==> src/rtl/synth_slot_sched_pkg.sv <==
// -----------------------------------------------------------------------------
// synth_slot_sched_pkg
// Shared types and constants for the synth frame scheduler.
//   sched_state_e   : scheduler FSM states (IDLE -> ARM -> RUN).
//   slot_w()        : width of the {voice, env} slot index.
//   DEF_ENV_DIV     : default AUDIO_CLK cycles per envelope slot, derived from
//                     the audio clock, the sample rate and the slot count.
// -----------------------------------------------------------------------------
package synth_slot_sched_pkg;

  typedef enum logic [1:0] {
    IDLE = 2'd0,
    ARM  = 2'd1,
    RUN  = 2'd2
  } sched_state_e;

  localparam int AUDIO_CLK_RATE = 98_304_000;
  localparam int SAMPLE_RATE    = 48_000;
  localparam int DEF_VOICES     = 32;
  localparam int DEF_V_ENVS     = 8;

  // One full frame of VOICES*V_ENVS envelope slots per output sample.
  localparam int DEF_ENV_DIV = AUDIO_CLK_RATE / (SAMPLE_RATE * DEF_VOICES * DEF_V_ENVS);

  function automatic int slot_w(input int v_width, input int e_width);
    return v_width + e_width;
  endfunction

endpackage

==> src/rtl/synth_slot_sched_if.sv <==
// -----------------------------------------------------------------------------
// synth_slot_sched_if
// Bundle between the frame scheduler and its surroundings.
//   trig        : frame request level (rising edge is the event)
//   free_run    : repeat frames back-to-back while high
//   env_ce      : one-cycle envelope-slot enable
//   osc_ce      : one-cycle oscillator-slot enable
//   xxxx        : slot index {voice, env}
//   xxxx_zero   : high while xxxx == 0
//   run         : frame in progress
//   frame_start : first cycle of each frame
//   frame_done  : cycle after the last slot of a frame
//   overrun     : sticky, a trig was lost
// master = trigger source / engine side, slave = scheduler.
// -----------------------------------------------------------------------------
interface synth_slot_sched_if #(
  parameter int V_WIDTH = 5,
  parameter int E_WIDTH = 3
);
  import synth_slot_sched_pkg::*;

  localparam int SW = slot_w(V_WIDTH, E_WIDTH);

  logic          trig;
  logic          free_run;
  logic          env_ce;
  logic          osc_ce;
  logic [SW-1:0] xxxx;
  logic          xxxx_zero;
  logic          run;
  logic          frame_start;
  logic          frame_done;
  logic          overrun;

  modport master (
    output trig, free_run,
    input  env_ce, osc_ce, xxxx, xxxx_zero, run, frame_start, frame_done, overrun
  );

  modport slave (
    input  trig, free_run,
    output env_ce, osc_ce, xxxx, xxxx_zero, run, frame_start, frame_done, overrun
  );

endinterface

==> src/rtl/synth_slot_sched_div.sv <==
// -----------------------------------------------------------------------------
// synth_slot_div
// Envelope-slot divider: counts 0..ENV_DIV-1 while enabled and wraps.
// ce is registered and is high in exactly the cycle the count equals
// ENV_DIV-1, so it is decoded one count early.
//   clk, rst : clock, asynchronous active-high reset
//   clr      : synchronous clear of count and ce
//   en       : count enable
//   ce       : one-cycle slot enable
// -----------------------------------------------------------------------------
module synth_slot_div
  import synth_slot_sched_pkg::*;
#(
  parameter int ENV_DIV = DEF_ENV_DIV
) (
  input  logic clk,
  input  logic rst,
  input  logic clr,
  input  logic en,
  output logic ce
);

  localparam int CW = (ENV_DIV < 2) ? 1 : $clog2(ENV_DIV);
  localparam logic [CW-1:0] CNT_LAST = CW'(ENV_DIV - 1);
  localparam logic [CW-1:0] CNT_PRE  = CW'(ENV_DIV - 2);
  localparam logic [CW-1:0] CNT_ONE  = CW'(1);

  logic [CW-1:0] cnt;

  always_ff @(posedge clk or posedge rst) begin
    if (rst) begin
      cnt <= '0;
      ce  <= 1'b0;
    end else if (clr) begin
      cnt <= '0;
      ce  <= 1'b0;
    end else if (en) begin
      cnt <= (cnt == CNT_LAST) ? '0 : cnt + CNT_ONE;
      ce  <= (cnt == CNT_PRE);
    end else begin
      ce  <= 1'b0;
    end
  end

endmodule

==> src/rtl/synth_slot_sched.sv <==
// -----------------------------------------------------------------------------
// synth_slot_sched
// Frame scheduler for the time-multiplexed voice/envelope datapath. Produces
// single-clock enable strobes instead of divided clocks and owns the slot
// index and the frame sequencing.
//   AUDIO_CLK : sole clock, rising edge
//   reset_reg : asynchronous active-high reset
//   bus       : synth_slot_sched_if.slave (trig/free_run in, strobes,
//               slot index and frame status out)
// A trig rising edge (or free_run) arms a frame; the frame starts two cycles
// after the edge and lasts VOICES*V_ENVS*ENV_DIV cycles. Edges arriving while
// a frame runs are queued once in pending; a second queued edge sets overrun.
// -----------------------------------------------------------------------------
module synth_slot_sched
  import synth_slot_sched_pkg::*;
#(
  parameter int VOICES  = DEF_VOICES,
  parameter int V_ENVS  = DEF_V_ENVS,
  parameter int V_WIDTH = 5,
  parameter int E_WIDTH = 3,
  parameter int ENV_DIV = DEF_ENV_DIV
) (
  input  logic               AUDIO_CLK,
  input  logic               reset_reg,
  synth_slot_sched_if.slave  bus
);

  localparam int SW = slot_w(V_WIDTH, E_WIDTH);
  localparam logic [SW-1:0] SLOT_MAX = '1;
  localparam logic [SW-1:0] SLOT_ONE = SW'(1);

  if ((2 ** V_WIDTH) != VOICES) begin : g_chk_voices
    $error("synth_slot_sched: 2**V_WIDTH must equal VOICES");
  end
  if ((2 ** E_WIDTH) != V_ENVS) begin : g_chk_envs
    $error("synth_slot_sched: 2**E_WIDTH must equal V_ENVS");
  end
  if ((V_ENVS % 2) != 0) begin : g_chk_odd
    $error("synth_slot_sched: V_ENVS must be even");
  end
  if (ENV_DIV < 2) begin : g_chk_div
    $error("synth_slot_sched: ENV_DIV must be >= 2");
  end

  sched_state_e  state, state_nxt;
  logic          trig_dly;
  logic          trig_rise;
  logic          pending, pending_nxt;
  logic          overrun_r, overrun_nxt;
  logic [SW-1:0] slot, slot_nxt;
  logic          run_r;
  logic          frame_start_r, frame_start_nxt;
  logic          frame_done_r, frame_done_nxt;
  logic          xxxx_zero_r;
  logic          env_ce;
  logic          div_en;
  logic          div_clr;
  logic          wrap;

  assign trig_rise = bus.trig & ~trig_dly;
  assign div_en    = (state == RUN);
  assign div_clr   = (state != RUN);

  // The env_ce that takes the slot index from max back to 0 ends the frame.
  assign wrap = (state == RUN) & env_ce & (slot == SLOT_MAX);

  synth_slot_div #(
    .ENV_DIV (ENV_DIV)
  ) u_div (
    .clk (AUDIO_CLK),
    .rst (reset_reg),
    .clr (div_clr),
    .en  (div_en),
    .ce  (env_ce)
  );

  always_comb begin
    state_nxt       = state;
    pending_nxt     = pending;
    overrun_nxt     = overrun_r;
    slot_nxt        = slot;
    frame_start_nxt = 1'b0;
    frame_done_nxt  = 1'b0;
    case (state)
      IDLE: begin
        slot_nxt    = '0;
        pending_nxt = 1'b0;
        if (trig_rise || bus.free_run) begin
          state_nxt = ARM;
        end
      end
      ARM: begin
        state_nxt       = RUN;
        frame_start_nxt = 1'b1;
      end
      RUN: begin
        if (env_ce) begin
          slot_nxt = slot + SLOT_ONE;
        end
        if (wrap) begin
          frame_done_nxt = 1'b1;
          if (bus.free_run || pending) begin
            // Queued request is consumed; an edge landing right now is
            // queued for the frame after.
            frame_start_nxt = 1'b1;
            pending_nxt     = trig_rise;
          end else if (trig_rise) begin
            frame_start_nxt = 1'b1;
            pending_nxt     = 1'b0;
          end else begin
            state_nxt = IDLE;
          end
        end else if (trig_rise && !frame_done_r) begin
          // An edge in the frame_done cycle coincides with the continuation
          // that is already starting, so it is not queued again.
          pending_nxt = 1'b1;
          if (pending) begin
            overrun_nxt = 1'b1;
          end
        end
      end
      default: begin
        state_nxt = IDLE;
      end
    endcase
  end

  always_ff @(posedge AUDIO_CLK or posedge reset_reg) begin
    if (reset_reg) begin
      state         <= IDLE;
      trig_dly      <= 1'b0;
      pending       <= 1'b0;
      overrun_r     <= 1'b0;
      slot          <= '0;
      run_r         <= 1'b0;
      frame_start_r <= 1'b0;
      frame_done_r  <= 1'b0;
      xxxx_zero_r   <= 1'b1;
    end else begin
      state         <= state_nxt;
      trig_dly      <= bus.trig;
      pending       <= pending_nxt;
      overrun_r     <= overrun_nxt;
      slot          <= slot_nxt;
      run_r         <= (state_nxt == RUN);
      frame_start_r <= frame_start_nxt;
      frame_done_r  <= frame_done_nxt;
      xxxx_zero_r   <= (slot_nxt == '0);
    end
  end

  assign bus.env_ce      = env_ce;
  assign bus.osc_ce      = env_ce & slot[0];
  assign bus.xxxx        = slot;
  assign bus.xxxx_zero   = xxxx_zero_r;
  assign bus.run         = run_r;
  assign bus.frame_start = frame_start_r;
  assign bus.frame_done  = frame_done_r;
  assign bus.overrun     = overrun_r;

endmodule
==> src/flat_wrapper.sv <==
// flat-port wrapper written by rule: the top's interface ports become plain ports
module synth_slot_sched_flat import synth_slot_sched_pkg::*;
#(
  parameter int VOICES  = DEF_VOICES,
  parameter int V_ENVS  = DEF_V_ENVS,
  parameter int V_WIDTH = 5,
  parameter int E_WIDTH = 3,
  parameter int ENV_DIV = DEF_ENV_DIV
)
  (AUDIO_CLK, reset_reg, bus_trig, bus_free_run, bus_env_ce, bus_osc_ce, bus_xxxx, bus_xxxx_zero, bus_run, bus_frame_start, bus_frame_done, bus_overrun);
  synth_slot_sched_if #(.V_WIDTH(V_WIDTH), .E_WIDTH(E_WIDTH)) bus_i ();
  input  logic AUDIO_CLK;
  input  logic reset_reg;
  input wire logic [$bits(bus_i.trig)-1:0] bus_trig;
  input wire logic [$bits(bus_i.free_run)-1:0] bus_free_run;
  output wire logic [$bits(bus_i.env_ce)-1:0] bus_env_ce;
  output wire logic [$bits(bus_i.osc_ce)-1:0] bus_osc_ce;
  output wire logic [$bits(bus_i.xxxx)-1:0] bus_xxxx;
  output wire logic [$bits(bus_i.xxxx_zero)-1:0] bus_xxxx_zero;
  output wire logic [$bits(bus_i.run)-1:0] bus_run;
  output wire logic [$bits(bus_i.frame_start)-1:0] bus_frame_start;
  output wire logic [$bits(bus_i.frame_done)-1:0] bus_frame_done;
  output wire logic [$bits(bus_i.overrun)-1:0] bus_overrun;
  assign bus_i.trig = bus_trig;
  assign bus_i.free_run = bus_free_run;
  assign bus_env_ce = bus_i.env_ce;
  assign bus_osc_ce = bus_i.osc_ce;
  assign bus_xxxx = bus_i.xxxx;
  assign bus_xxxx_zero = bus_i.xxxx_zero;
  assign bus_run = bus_i.run;
  assign bus_frame_start = bus_i.frame_start;
  assign bus_frame_done = bus_i.frame_done;
  assign bus_overrun = bus_i.overrun;
  synth_slot_sched #(.VOICES(VOICES), .V_ENVS(V_ENVS), .V_WIDTH(V_WIDTH), .E_WIDTH(E_WIDTH), .ENV_DIV(ENV_DIV)) u_core (.AUDIO_CLK(AUDIO_CLK), .reset_reg(reset_reg), .bus(bus_i));
endmodule
==> config.mk <==
export PLATFORM = sky130hd
export DESIGN_NAME = synth_slot_sched_flat
export DESIGN_NICKNAME = d
export VERILOG_FILES = /design/src/rtl/synth_slot_sched_pkg.sv /design/src/rtl/synth_slot_sched_if.sv /design/src/rtl/synth_slot_sched_div.sv /design/src/rtl/synth_slot_sched.sv /design/src/flat_wrapper.sv
export SDC_FILE = /design/constraint.sdc
export NUM_CORES = 1
export LEC_CHECK = 0
export ABC_CLOCK_PERIOD_IN_PS = 2400
export CELL_PAD_IN_SITES_DETAIL_PLACEMENT = 1
export CELL_PAD_IN_SITES_GLOBAL_PLACEMENT = 2
export CORE_ASPECT_RATIO = 0.8
export CORE_MARGIN = 2
export CORE_UTILIZATION = 41
export CTS_BUF_LIST = sky130_fd_sc_hd__clkbuf_2
export CTS_CLUSTER_SIZE = 10
export DETAILED_ROUTE_END_ITERATION = 16
export DONT_BUFFER_PORTS = 1
export MAX_ROUTING_LAYER = met4
export PLACE_DENSITY_LB_ADDON = 0.05
export SLEW_MARGIN = 20
export SYNTH_ARGS = -nofsm -noshare
export SYNTH_HDL_FRONTEND = slang
export SYNTH_SLANG_ARGS = --single-unit
export TNS_END_PERCENT = 10
==> constraint.sdc <==
create_clock -name AUDIO_CLK -period 2.4 [get_ports AUDIO_CLK]
set_clock_uncertainty 0.15 [all_clocks]
set_input_delay 0.24 -clock AUDIO_CLK [delete_from_list [all_inputs] [get_ports AUDIO_CLK]]
set_output_delay 0.24 -clock AUDIO_CLK [all_outputs]
set_load 0.02 [all_outputs]
# After elaboration in Yosys (flattened, before gate mapping)
# Index checks and enable logic that the tools add are counted.
[word_totals]
ff_bits = 21
in_bits = 4
output_inout_bits = 15
[classes]
addsub = 2
eq_ne = 9
mux = 23
bitwise = 6
n_reduce_logical = 10
[op_table]
columns = ["op", "count"]
rows = [
  ["$pmux 8 s2", 1],
  ["$mux 1", 11],
  ["$mux 3", 3],
  ["$add 8x1->8 const B", 1],
  ["$eq 8x8->1 const B", 1],
  ["$logic_not 8->1", 1],
  ["$mux 2", 4],
  ["$mux 8", 1],
  ["$eq 3x3->1 const B", 2],
  ["$pmux 2 s3", 1],
  ["$and 1x1->1", 4],
  ["$eq 2x2->1 const B", 2],
  ["$ne 4x3->1 const B", 1],
  ["$pmux 1 s2", 2],
  ["$reduce_and 4->1", 1],
  ["$reduce_bool 2->1", 2],
  ["$add 3x1->3 const B", 1],
  ["$ne 3x3->1 const B", 1],
  ["$reduce_and 3->1", 1],
  ["$eq 2x1->1 const B", 1],
  ["$logic_not 2->1", 1],
  ["$logic_or 1x1->1", 2],
  ["$ne 2x2->1 const B", 1],
  ["$not 1->1", 2],
  ["2 further kinds", 2],
]

# Longest topological paths before layout
# Gate-level depths: netlist (run 1).
[depth]
word_depth = 7
depth_mapped = 9
depth_no_buf = 7

# Cells and area by module
# A second synthesis (run 1) with hierarchy kept.
[hier_totals]
cells_unflattened = 105
hier_area_um2 = 1096.1
[by_module_without_submodules]
columns = ["mod", "n_inst", "cells_each", "area_each_um2"]
rows = [
  ["synth_slot_sched", 1, 88, 888.4],
  ["synth_slot_div", 1, 17, 207.7],
]

# Least setup slack after synthesis (run 1)
# No wires, ideal clock.
[synth_timing]
path_type = "reg2reg"
start = "register u_core.slot[0] (netlist: u_core.bus.xxxx[0])"
end = "register u_core.xxxx_zero_r (netlist: u_core.bus.xxxx_zero)"
setup_ps = 96
t_arrival_ps = 1745
t_required_ps = 2154
slack_ps = 409
path_stages_with_launch = 7
path_buffers = 0
synth_period_minus_slack_ps = 1991
path_cell_list = "dfrtp_1 > ha_1 > mux2_4 > o22ai_1 > o211ai_1 > a2111oi_0 > nor4bb_1"
[synth_between]
elab_chain_len = 4
[synth_rtl]
columns = ["item", "line", "source"]
rows = [
  ["from (decl)", "synth_slot_sched.sv:50", "logic [SW-1:0] slot, slot_nxt;"],
  ["from (signal assigned)", "synth_slot_sched.sv:144", "slot <= slot_nxt;"],
  ["$add 8x1->8", "synth_slot_sched.sv:98", "slot_nxt = slot + SLOT_ONE;"],
  ["$mux 8", "synth_slot_sched.sv:97", "if (env_ce) begin"],
  ["$pmux 8 s2 *", "synth_slot_sched.sv:84", "case (state)"],
  ["$logic_not 8->1 *", "synth_slot_sched.sv:148", "xxxx_zero_r <= (slot_nxt == '0);"],
  ["to (signal assigned)", "synth_slot_sched.sv:148", ""],
  ["to (decl)", "synth_slot_sched.sv:54", "logic xxxx_zero_r;"],
]
# Every way passes the cells marked *; elsewhere a longest branch is shown, timed or not.
# A chain may end at the register's enable or synchronous reset.

# Worst setup path after layout (run 1)
[layout_timing]
start = "register u_core.state[0]"
end = "register u_core.xxxx_zero_r (netlist: u_core.bus.xxxx_zero)"
[layout_between]
elab_chain_len = 3
elab_cells_between_ends = 4
cone_classes = "1 x eq/ne; 1 x mux; 2 x reduce/logical"
[layout_rtl]
columns = ["item", "line", "source"]
rows = [
  ["from (decl)", "synth_slot_sched.sv:45", "sched_state_e state, state_nxt;"],
  ["from (signal assigned)", "synth_slot_sched.sv:140", "state <= state_nxt;"],
  ["$eq 2x2->1 or $logic_not 2->1 (tied branches)", "synth_slot_sched.sv:84", ""],
  ["$pmux 8 s2 *", "synth_slot_sched.sv:84", ""],
  ["$logic_not 8->1 *", "synth_slot_sched.sv:148", ""],
]
# Marks and branches as above.

==> impl_metrics.yaml, run 1 <==
outcome:
  outcome: "finished clean"
cells_and_area:
  drive_above_1_share_pct: 17.5
  final_common_cell: "dfrtp_1"
  final_cell_mix: "dfrtp_1, o21ai_0, nor2_1, nand3_1, ha_1"
  final_core_util_pct: 48.7
  final-instance-count-excl-fill: 150
  nFillCells: 305
  antennaDiodeCount: 0
  largest_register_ff_count: 8
  final_nets: 128
  fin_area_um2: 1230
  area_growth_pct: 9.61
clock_tree:
  root_buffer: "clkbuf_2"
  cts_buffers: 3
  cts_sinks: 21
  htree_levels: 1
  post-cts-setup-buffer-count: 0
  cts.path.max_buffers: 2
  clkTransAtPathRegs_ns: 0.19
  clock_latency_ns: 0.33
  tritoncts: "yes"
timing:
  setup_viol: 0
  hold_violations: 0
  drv_slew: 0
  fin_setup_tns_ns: 0
  layout_setup_ws_ns: 0.244
  relSlewSlack_pct: 46.4
  timing.final.crit_share_pct: 89.8
  min_period_ns: 2.16
  fmax_mhz: 464
  tightestPinTransition_ns: 0.804
route:
  wl_per_cell_um: 14.5
  avgViaCountPerCell: 5.46
  wl_met3_um: 133
  wirelength_um: 2180
  wl_met2_um: 948
  wl_met1_um: 1080
  num_vias: 819
  drc_errors: 0
  first_pass_iters: 4
  ant_nets: 0
  drt_iter0_drc: 20
  top_layer: "met4"
worst_setup_path:
  slowest_stage: "dfrtp_1"
  startpoint_type: "register"
  cp.required_ns: 2.50
  path_max_fanout: 12
  cp_cell_sequence: "inv_1 -> ha_2 -> and4_2 -> a31oi_1 -> a2111oi_1 -> nor4bb_2"
  worstPathArrival_ns: 2.26
  critPathKind: "register to register"
  crit_path_max_incr_delay_ns: 0.47
  crit_buf_inv: 1
  critical-path-top-delay-family: "simple AND/OR/NAND/NOR gates"
  end_kind: "register"
floorplanning:
  die_w_um: 62.4
  rows: 16
  chipHeight_um: 50.7
  start_util_pct: 44.4
  ios: 19
  die_area_um2: 3170
  coreArea_um2: 2520
logic_synthesis:
  ys_types: 37
  synth_top_area_share_pct: 44.7
  synth_nets: 119
  ys_top_cells_by_area: "dfrtp_1, ha_1, o21ai_0"
  synth_seq_area_share_pct: 47.0
  ys_ff_latch: 21
  synth_area_um2: 1120
  synthCells: 106
  yosys.area.top_type: "dfrtp_1"
  ys.warnings.count: 0
  postSynthAreaPerCell_um2: 10.6
placement:
  pre_cts_ws_ns: 0.140
  io_buffer_count: 0
  dpl.hpwl_um: 1670
  place_area_um2: 1180
  gp_congestion: 0.782
  place_inst: 144
global_routing:
  grt_max_degree: 22
  track_usage_pct: 16.4
  grt_pass1_vias: 876
  antenna_found_initial: 0
  grt_pass1_wl_um: 3970
  overflow: 0
power_and_ir_drop:
  p_leak_nw: 0.599
  power_density_nw_per_um2: 791
  irDropWorstVdd_mv: 0.358
min_path:
  min_path_type: "primary input to register"
run:
  cap_violations: 0
==> logic make-up after synthesis <==
kind of cell | share of synthesized area [%]
AND/OR/NAND/NOR | 22.2
AO/OA/AOI/OAI | 13.2
flip-flops | 47.0
buffers and inverters | 4.36
adder cells (fa/ha/maj) | 10.1
multiplexers | 3.13
==> per-layer routing <==
layer | global-route usage (%) | vias to the layer above
met1 | 21.1 | 393
li1 | - | 399
met4 | 3.33 | 0
met5 | - | -
met3 | 5.38 | 5
met2 | 25.6 | 22
==> worst reg2reg max path, stage by stage, from the launching register on <==
cell and delay, ns:
dfrtp_1 0.47, inv_1 0.10, ha_2 0.31, and4_2 0.31, a31oi_1 0.10, a2111oi_1 0.38, nor4bb_2 0.27
==> report_power, final <==
group	total, mW	internal [mW]	switching, mW	leakage, nW
registers	0.502	0.419	0.0832	0.280
logic	0.323	0.146	0.178	0.303
clock network	0.146	0.0378	0.109	0.0164
total	0.971	0.602	0.370	0.599
==> per-stage QoR <==
stage	total power [mW]	hold slack, ns
floorplan	0.773	0.0658
global placement	0.823	0.122
detailed placement	0.826	0.122
CTS	0.979	0.0643
global route	1.06	0.0941
finish	0.971	0.0880
==> final timing paths <==
kind | start | to | slack (ns) | cells past startpoint
worst max register to register | u_core.state[0]$_DFF_PP0_ | u_core.bus.xxxx_zero$_DFF_PP1_ | 0.24 | 6
max in group asynchronous | reset_reg | u_core.bus.xxxx[0]$_DFF_PP0_ | 1.23 | 2
worst min register to register | u_core.u_div.cnt[0]$_DFF_PP0_ | u_core.u_div.cnt[0]$_DFF_PP0_ | 0.33 | 1
worst max-delay path | u_core.state[0]$_DFF_PP0_ | u_core.bus.xxxx_zero$_DFF_PP1_ | 0.24 | 6
worst min-delay path | bus_free_run | u_core.pending$_DFFE_PP0P_ | 0.09 | 4
min in group asynchronous | reset_reg | u_core.bus.frame_done$_DFF_PP0_ | 0.32 | 2
==> cell usage after synthesis <==
library cell / instances
a2111oi_0: 1
a21oi_1: 1
a22o_1: 1
a22o_2: 1
a31oi_1: 1
a41o_1: 1
a41oi_1: 1
and2_1: 2
and3_1: 3
and3_4: 1
and4_2: 1
and4b_1: 1
buf_6: 2
clkbuf_1: 1
dfrtp_1: 20
dfstp_2: 1
ha_1: 9
inv_1: 6
mux2_4: 1
mux2i_1: 2
nand2_1: 6
nand2b_1: 2
nand2b_4: 1
nand3_1: 8
nand3b_1: 2
nand4_1: 1
nor2_1: 8
nor2b_1: 3
nor3_2: 1
nor3b_1: 1
nor4bb_1: 1
o211ai_1: 1
o21a_1: 1
o21ai_0: 9
o21ba_2: 1
o21bai_1: 1
o22ai_1: 2
==> final cells by class <==
class	instances	area (µm²)	area share, %
Multi-Input combinational cell	76	554	45.2
Sequential cell	21	528	43.0
Timing Repair Buffer	7	57.6	4.69
Tap cell	36	45.0	3.67
Inverter	6	22.5	1.83
Clock buffer	3	15.0	1.22
Clock inverter	1	5.00	0.408
==> repair_timing <==
item | 4_1_cts | 5_1_grt
hold buffers | 2 | 0
setup endpoints to repair | 0 | 2
endpoints found under the hold margin | 21 | 0
gates resized for setup | 0 | 4
No activity file was read; power rests on OpenSTA's default activity.
==> run 2, diff against run 1 <==
CELL_PAD_IN_SITES_DETAIL_PLACEMENT = default   (was 1)
CELL_PAD_IN_SITES_GLOBAL_PLACEMENT = default   (was 2)
CORE_UTILIZATION = 50   (was 41)
==> run 2 against run 1 <==
Against the previous run:
- critical path depth stayed put
- global-route usage shrank 0.35 points
- cell area decreased by 1.0%
- critical endpoint unchanged
- highest routed layer is now met3
- power rose by 0.76%
==> impl_metrics.yaml, run 2 (same netlist as run 1, synthesis figures left out) <==
outcome:
  outcome: "finished clean"
timing:
  layout_setup_ws_ns: 0.161
  hold_violations: 0
  tightestPinTransition_ns: 0.772
  rsz0062_at_grt: "no"
  fmax_mhz: 447
  drv_slew: 0
  relSlewSlack_pct: 48.5
  fin_setup_tns_ns: 0
  min_period_ns: 2.24
  timing.final.crit_share_pct: 93.3
  setup_viol: 0
floorplanning:
  die_area_um2: 2640
  die_w_um: 56.9
  start_util_pct: 52.3
  chipHeight_um: 46.3
  ios: 19
  coreArea_um2: 2140
  rows: 15
worst_setup_path:
  crit_buf_inv: 0
  startpoint_type: "register"
  crit_path_max_incr_delay_ns: 0.55
  reg2reg_from: "u_core.bus.xxxx[0]$_DFF_PP0_"
  critPathLaunch: "u_core.bus.xxxx[0]$_DFF_PP0_"
  end_kind: "register"
  cp.required_ns: 2.48
  critPathKind: "register to register"
  path_max_fanout: 6
  critical-path-top-delay-family: "compound AO/OA/AOI/OAI gates"
  slowest_stage: "dfrtp_1"
  cp_cell_sequence: "ha_1 -> mux2_4 -> o22ai_1 -> o211ai_1 -> a2111oi_0 -> nor4bb_1"
  worstPathArrival_ns: 2.32
cells_and_area:
  antennaDiodeCount: 0
  largest_register_ff_count: 8
  drive_above_1_share_pct: 16.5
  final_cell_mix: "dfrtp_1, o21ai_0, nor2_1, nand3_1, ha_1"
  final_nets: 129
  area_growth_pct: 8.49
  final_common_cell: "dfrtp_1"
clock_tree:
  clock_latency_ns: 0.32
  root_buffer: "clkbuf_2"
  post-cts-setup-buffer-count: 0
  cts.path.max_buffers: 2
  tritoncts: "yes"
  clkTransAtPathRegs_ns: 0.20
  cts_buffers: 3
  htree_levels: 1
  cts_sinks: 21
route:
  wirelength_um: 1930
  num_vias: 778
  drt_iter0_drc: 18
  drc_errors: 0
  ant_nets: 0
  wl_per_cell_um: 13.8
  avgViaCountPerCell: 5.56
  first_pass_iters: 5
global_routing:
  antenna_found_initial: 0
  grt_pass1_wl_um: 3110
  grt_pass1_vias: 663
  grt_max_degree: 22
  track_usage_pct: 16.1
  overflow: 0
power_and_ir_drop:
  irDropWorstVdd_mv: 0.502
  p_leak_nw: 0.600
  power_density_nw_per_um2: 806
min_path:
  holdCritStartpoint: "bus_free_run"
  min_path_type: "primary input to register"
placement:
  io_buffer_count: 0
  gp_congestion: 0.863
  pre_cts_ws_ns: 0.209
  dpl.hpwl_um: 1440
run:
  cap_violations: 0
run 2: path summary, 6_finish.rpt:
path	end	slack [ns]	cells after the start
worst max-delay path	u_core.bus.xxxx_zero$_DFF_PP1_	0.16	6
worst min-delay path	u_core.pending$_DFFE_PP0P_	0.09	4
worst max register to register	u_core.bus.xxxx_zero$_DFF_PP1_	0.16	6
worst min register to register	u_core.u_div.cnt[0]$_DFF_PP0_	0.33	1
max in group asynchronous	u_core.bus.xxxx[2]$_DFF_PP0_	1.30	2
min in group asynchronous	u_core.bus.overrun$_DFFE_PP0P_	0.31	2
run 2: area by class of cell:
type / instances / area [µm²]
well taps: 25 / 31.3
inverters: 6 / 22.5
flip-flops and latches: 21 / 527
repair buffers: 8 / 65.1
fillers: 186 / 925
clock buffers: 3 / 15.0
clock inverters: 1 / 7.51
multi-input cells: 76 / 547
run 2: stage by stage:
| step | hold slack (ns) | power [mW] | utilization, % | cell area (µm²) | std cells |
|---|---|---|---|---|---|
| finish | 0.0922 | 0.979 | 56.8 | 1210 | 140 |
| detailed placement | 0.122 | 0.837 | 54.7 | 1170 | 134 |
| CTS | 0.0790 | 0.987 | 56.7 | 1210 | 140 |
| global route | 0.115 | 1.06 | 56.8 | 1210 | 140 |
| floorplan | 0.0658 | 0.773 | - | 1120 | 106 |
| global placement | 0.122 | 0.829 | 54.7 | 1170 | 134 |
run 2: tightest hold or removal path, cell delays in order:
cell and delay, ns:
nor2_1 0.02, o21ai_0 0.12, o21ai_0 0.07, nor2_1 0.09
run 2: metal layers:
metal	share of wire (%)	wire length [µm]	GRT usage [%]	vias up
met3	6.7	129	7.02	0
met4	0	0	2.79	0
met2	41	781	20.5	21
li1	-	-	-	399
met5	0	0	-	-
met1	53	1020	23.4	358
run 2: timing repair:
item / 4_1_cts / 5_1_grt
gates resized for setup: 0 / 1
hold endpoints to repair: 21 / 0
setup endpoints to repair: 0 / 1
hold buffers: 2 / 0
run 2: report_power, final:
group          internal [mW]  switching (mW)
combinational          0.153           0.181
clock                 0.0388           0.105
sequential             0.419          0.0819
total                  0.611           0.368
==> run 3, diff against run 2 <==
MAX_ROUTING_LAYER = default   (was met4)
==> run 3 against run 2 <==
Against the previous run:
- sequential power about the same
- critical path depth unchanged
- first-iteration DRC count stayed put
- utilization unchanged
- register-to-register slack is essentially flat
- count of clock-buffer cells in the layout unchanged
- die area unchanged
- clock power about the same
- sequential share of layout area unchanged
- global-route usage down 0.55 points
- critical endpoint unchanged
- largest cell class unchanged
- largest power group unchanged
- highest routed layer unchanged
==> impl_metrics.yaml, run 3 (same netlist as run 1, synthesis figures left out) <==
timing:
  setup_viol: 0
  rsz0062_at_grt: "no"
  hold_violations: 0
  min_period_ns: 2.24
  tightestPinTransition_ns: 0.778
  fin_setup_tns_ns: 0
  fmax_mhz: 446
  timing.final.crit_share_pct: 93.3
  relSlewSlack_pct: 48.1
  drv_slew: 0
worst_setup_path:
  cp.required_ns: 2.48
  critPathLaunch: "u_core.bus.xxxx[0]$_DFF_PP0_"
  crit_path_max_incr_delay_ns: 0.55
  r2r_setup_slack_ns: 0.16
  end_kind: "register"
  slowest_stage: "dfrtp_1"
  cp_cell_sequence: "ha_1 -> mux2_4 -> o22ai_1 -> o211ai_1 -> a2111oi_0 -> nor4bb_1"
  worstPathArrival_ns: 2.32
  ff2ff_path_depth: 6
  critical-path-top-delay-family: "compound AO/OA/AOI/OAI gates"
  startpoint_type: "register"
  reg2reg_from: "u_core.bus.xxxx[0]$_DFF_PP0_"
  critPathKind: "register to register"
  cp.depth: 6
  r2r-end: "u_core.bus.xxxx_zero$_DFF_PP1_"
  crit_buf_inv: 0
  path_max_fanout: 6
route:
  ant_nets: 0
  avgViaCountPerCell: 5.51
  first_pass_iters: 4
  drt_iter0_drc: 18
  wl_per_cell_um: 13.8
  num_vias: 772
  drc_errors: 0
  wirelength_um: 1940
global_routing:
  track_usage_pct: 15.5
  grt_max_degree: 22
  grt_pass1_wl_um: 3100
  antenna_found_initial: 0
  overflow: 0
  grt_pass1_vias: 663
run:
  cap_violations: 0
clock_tree:
  htree_levels: 1
  clock_latency_ns: 0.32
  tritoncts: "yes"
  clkTransAtPathRegs_ns: 0.20
  cts_buffers: 3
  cts_sinks: 21
  cts.path.max_buffers: 2
  root_buffer: "clkbuf_2"
outcome:
  outcome: "finished clean"
cells_and_area:
  final_cell_mix: "dfrtp_1, o21ai_0, nor2_1, nand3_1, ha_1"
  antennaDiodeCount: 0
  largest_register_ff_count: 8
  final_core_util_pct: 56.8
  area_growth_pct: 8.49
  drive_above_1_share_pct: 16.5
  final_common_cell: "dfrtp_1"
  fin_area_um2: 1210
  final_nets: 129
placement:
  io_buffer_count: 0
  place_area_um2: 1170
  dpl.hpwl_um: 1440
  gp_congestion: 0.849
floorplanning:
  coreArea_um2: 2140
  die_w_um: 56.9
  chipHeight_um: 46.3
  start_util_pct: 52.3
  rows: 15
  ios: 19
  die_area_um2: 2640
min_path:
  holdCritStartpoint: "bus_free_run"
  hold_end: "u_core.pending$_DFFE_PP0P_"
  hold_path_depth: 4
  min_path_type: "primary input to register"
power_and_ir_drop:
  power_density_nw_per_um2: 807
  p_leak_nw: 0.600
  irDropWorstVdd_mv: 0.501
==> run 3: cell counts in the layout (fill, tap and decap cells not counted) <==
Identical to the previous run, type by type.
==> run 3: timing repair <==
item                                    in CTS  in global routing
hold buffers                                 2                  0
resized for setup                            0                  1
setup buffers                                0                  0
endpoints found under the setup margin       0                  1
hold endpoints to repair                    21                  0
==> run 3: cell type report <==
type                       count  area [µm²]
multi-input combinational     76         547
timing repair buffer           8        65.1
clock inverter                 1        7.51
sequential                    21         527
tap                           25        31.3
fill                         186         925
inverter                       6        22.5
clock buffer                   3        15.0
==> run 3: power breakdown <==
part           leakage, nW  internal (mW)  switching [mW]
logic                0.306          0.153           0.182
registers            0.282          0.419          0.0821
clock network       0.0126         0.0388           0.105
==> run 3: worst max-delay path by stage <==
stage	slack [ns]	end
5_1_grt	0.02	u_core.bus.xxxx_zero$_DFF_PP1_
4_1_cts	0.16	u_core.bus.xxxx_zero$_DFF_PP1_
3_5_place_dp	0.21	u_core.bus.xxxx_zero$_DFF_PP1_
3_3_place_gp	0.23	u_core.bus.xxxx_zero$_DFF_PP1_
6_report	0.16	u_core.bus.xxxx_zero$_DFF_PP1_
2_1_floorplan	0.41	u_core.bus.xxxx_zero$_DFF_PP1_
==> run 3: routing by layer <==
| metal | global-route usage, % | part of all wire, % | up-vias |
|---|---|---|---|
| met5 | 0 | 0 | - |
| met2 | 20.7 | 39 | 19 |
| met3 | 7.02 | 6.1 | 0 |
| met1 | 23.0 | 55 | 352 |
| li1 | - | - | 401 |
| met4 | 2.79 | 0 | 0 |
==> run 3: metrics by stage <==
| step | power [mW] | std cells | worst slack [ns] | hold WS [ns] |
|---|---|---|---|---|
| 4_1_cts | 0.987 | 140 | 0.156 | 0.0790 |
| 6_report | 0.980 | 140 | 0.160 | 0.0907 |
| 3_5_place_dp | 0.837 | 134 | 0.209 | 0.122 |
| 2_1_floorplan | 0.773 | 106 | 0.409 | 0.0658 |
| 3_3_place_gp | 0.829 | 134 | 0.228 | 0.122 |
| 5_1_grt | 1.05 | 140 | 0.0171 | 0.115 |
==> run 3: worst min-delay path, delay by kind of cell <==
| kind | cells | cell delay (ns) |
|---|---|---|
| compound gates | 2 | 0.19 |
| simple gates | 2 | 0.11 |
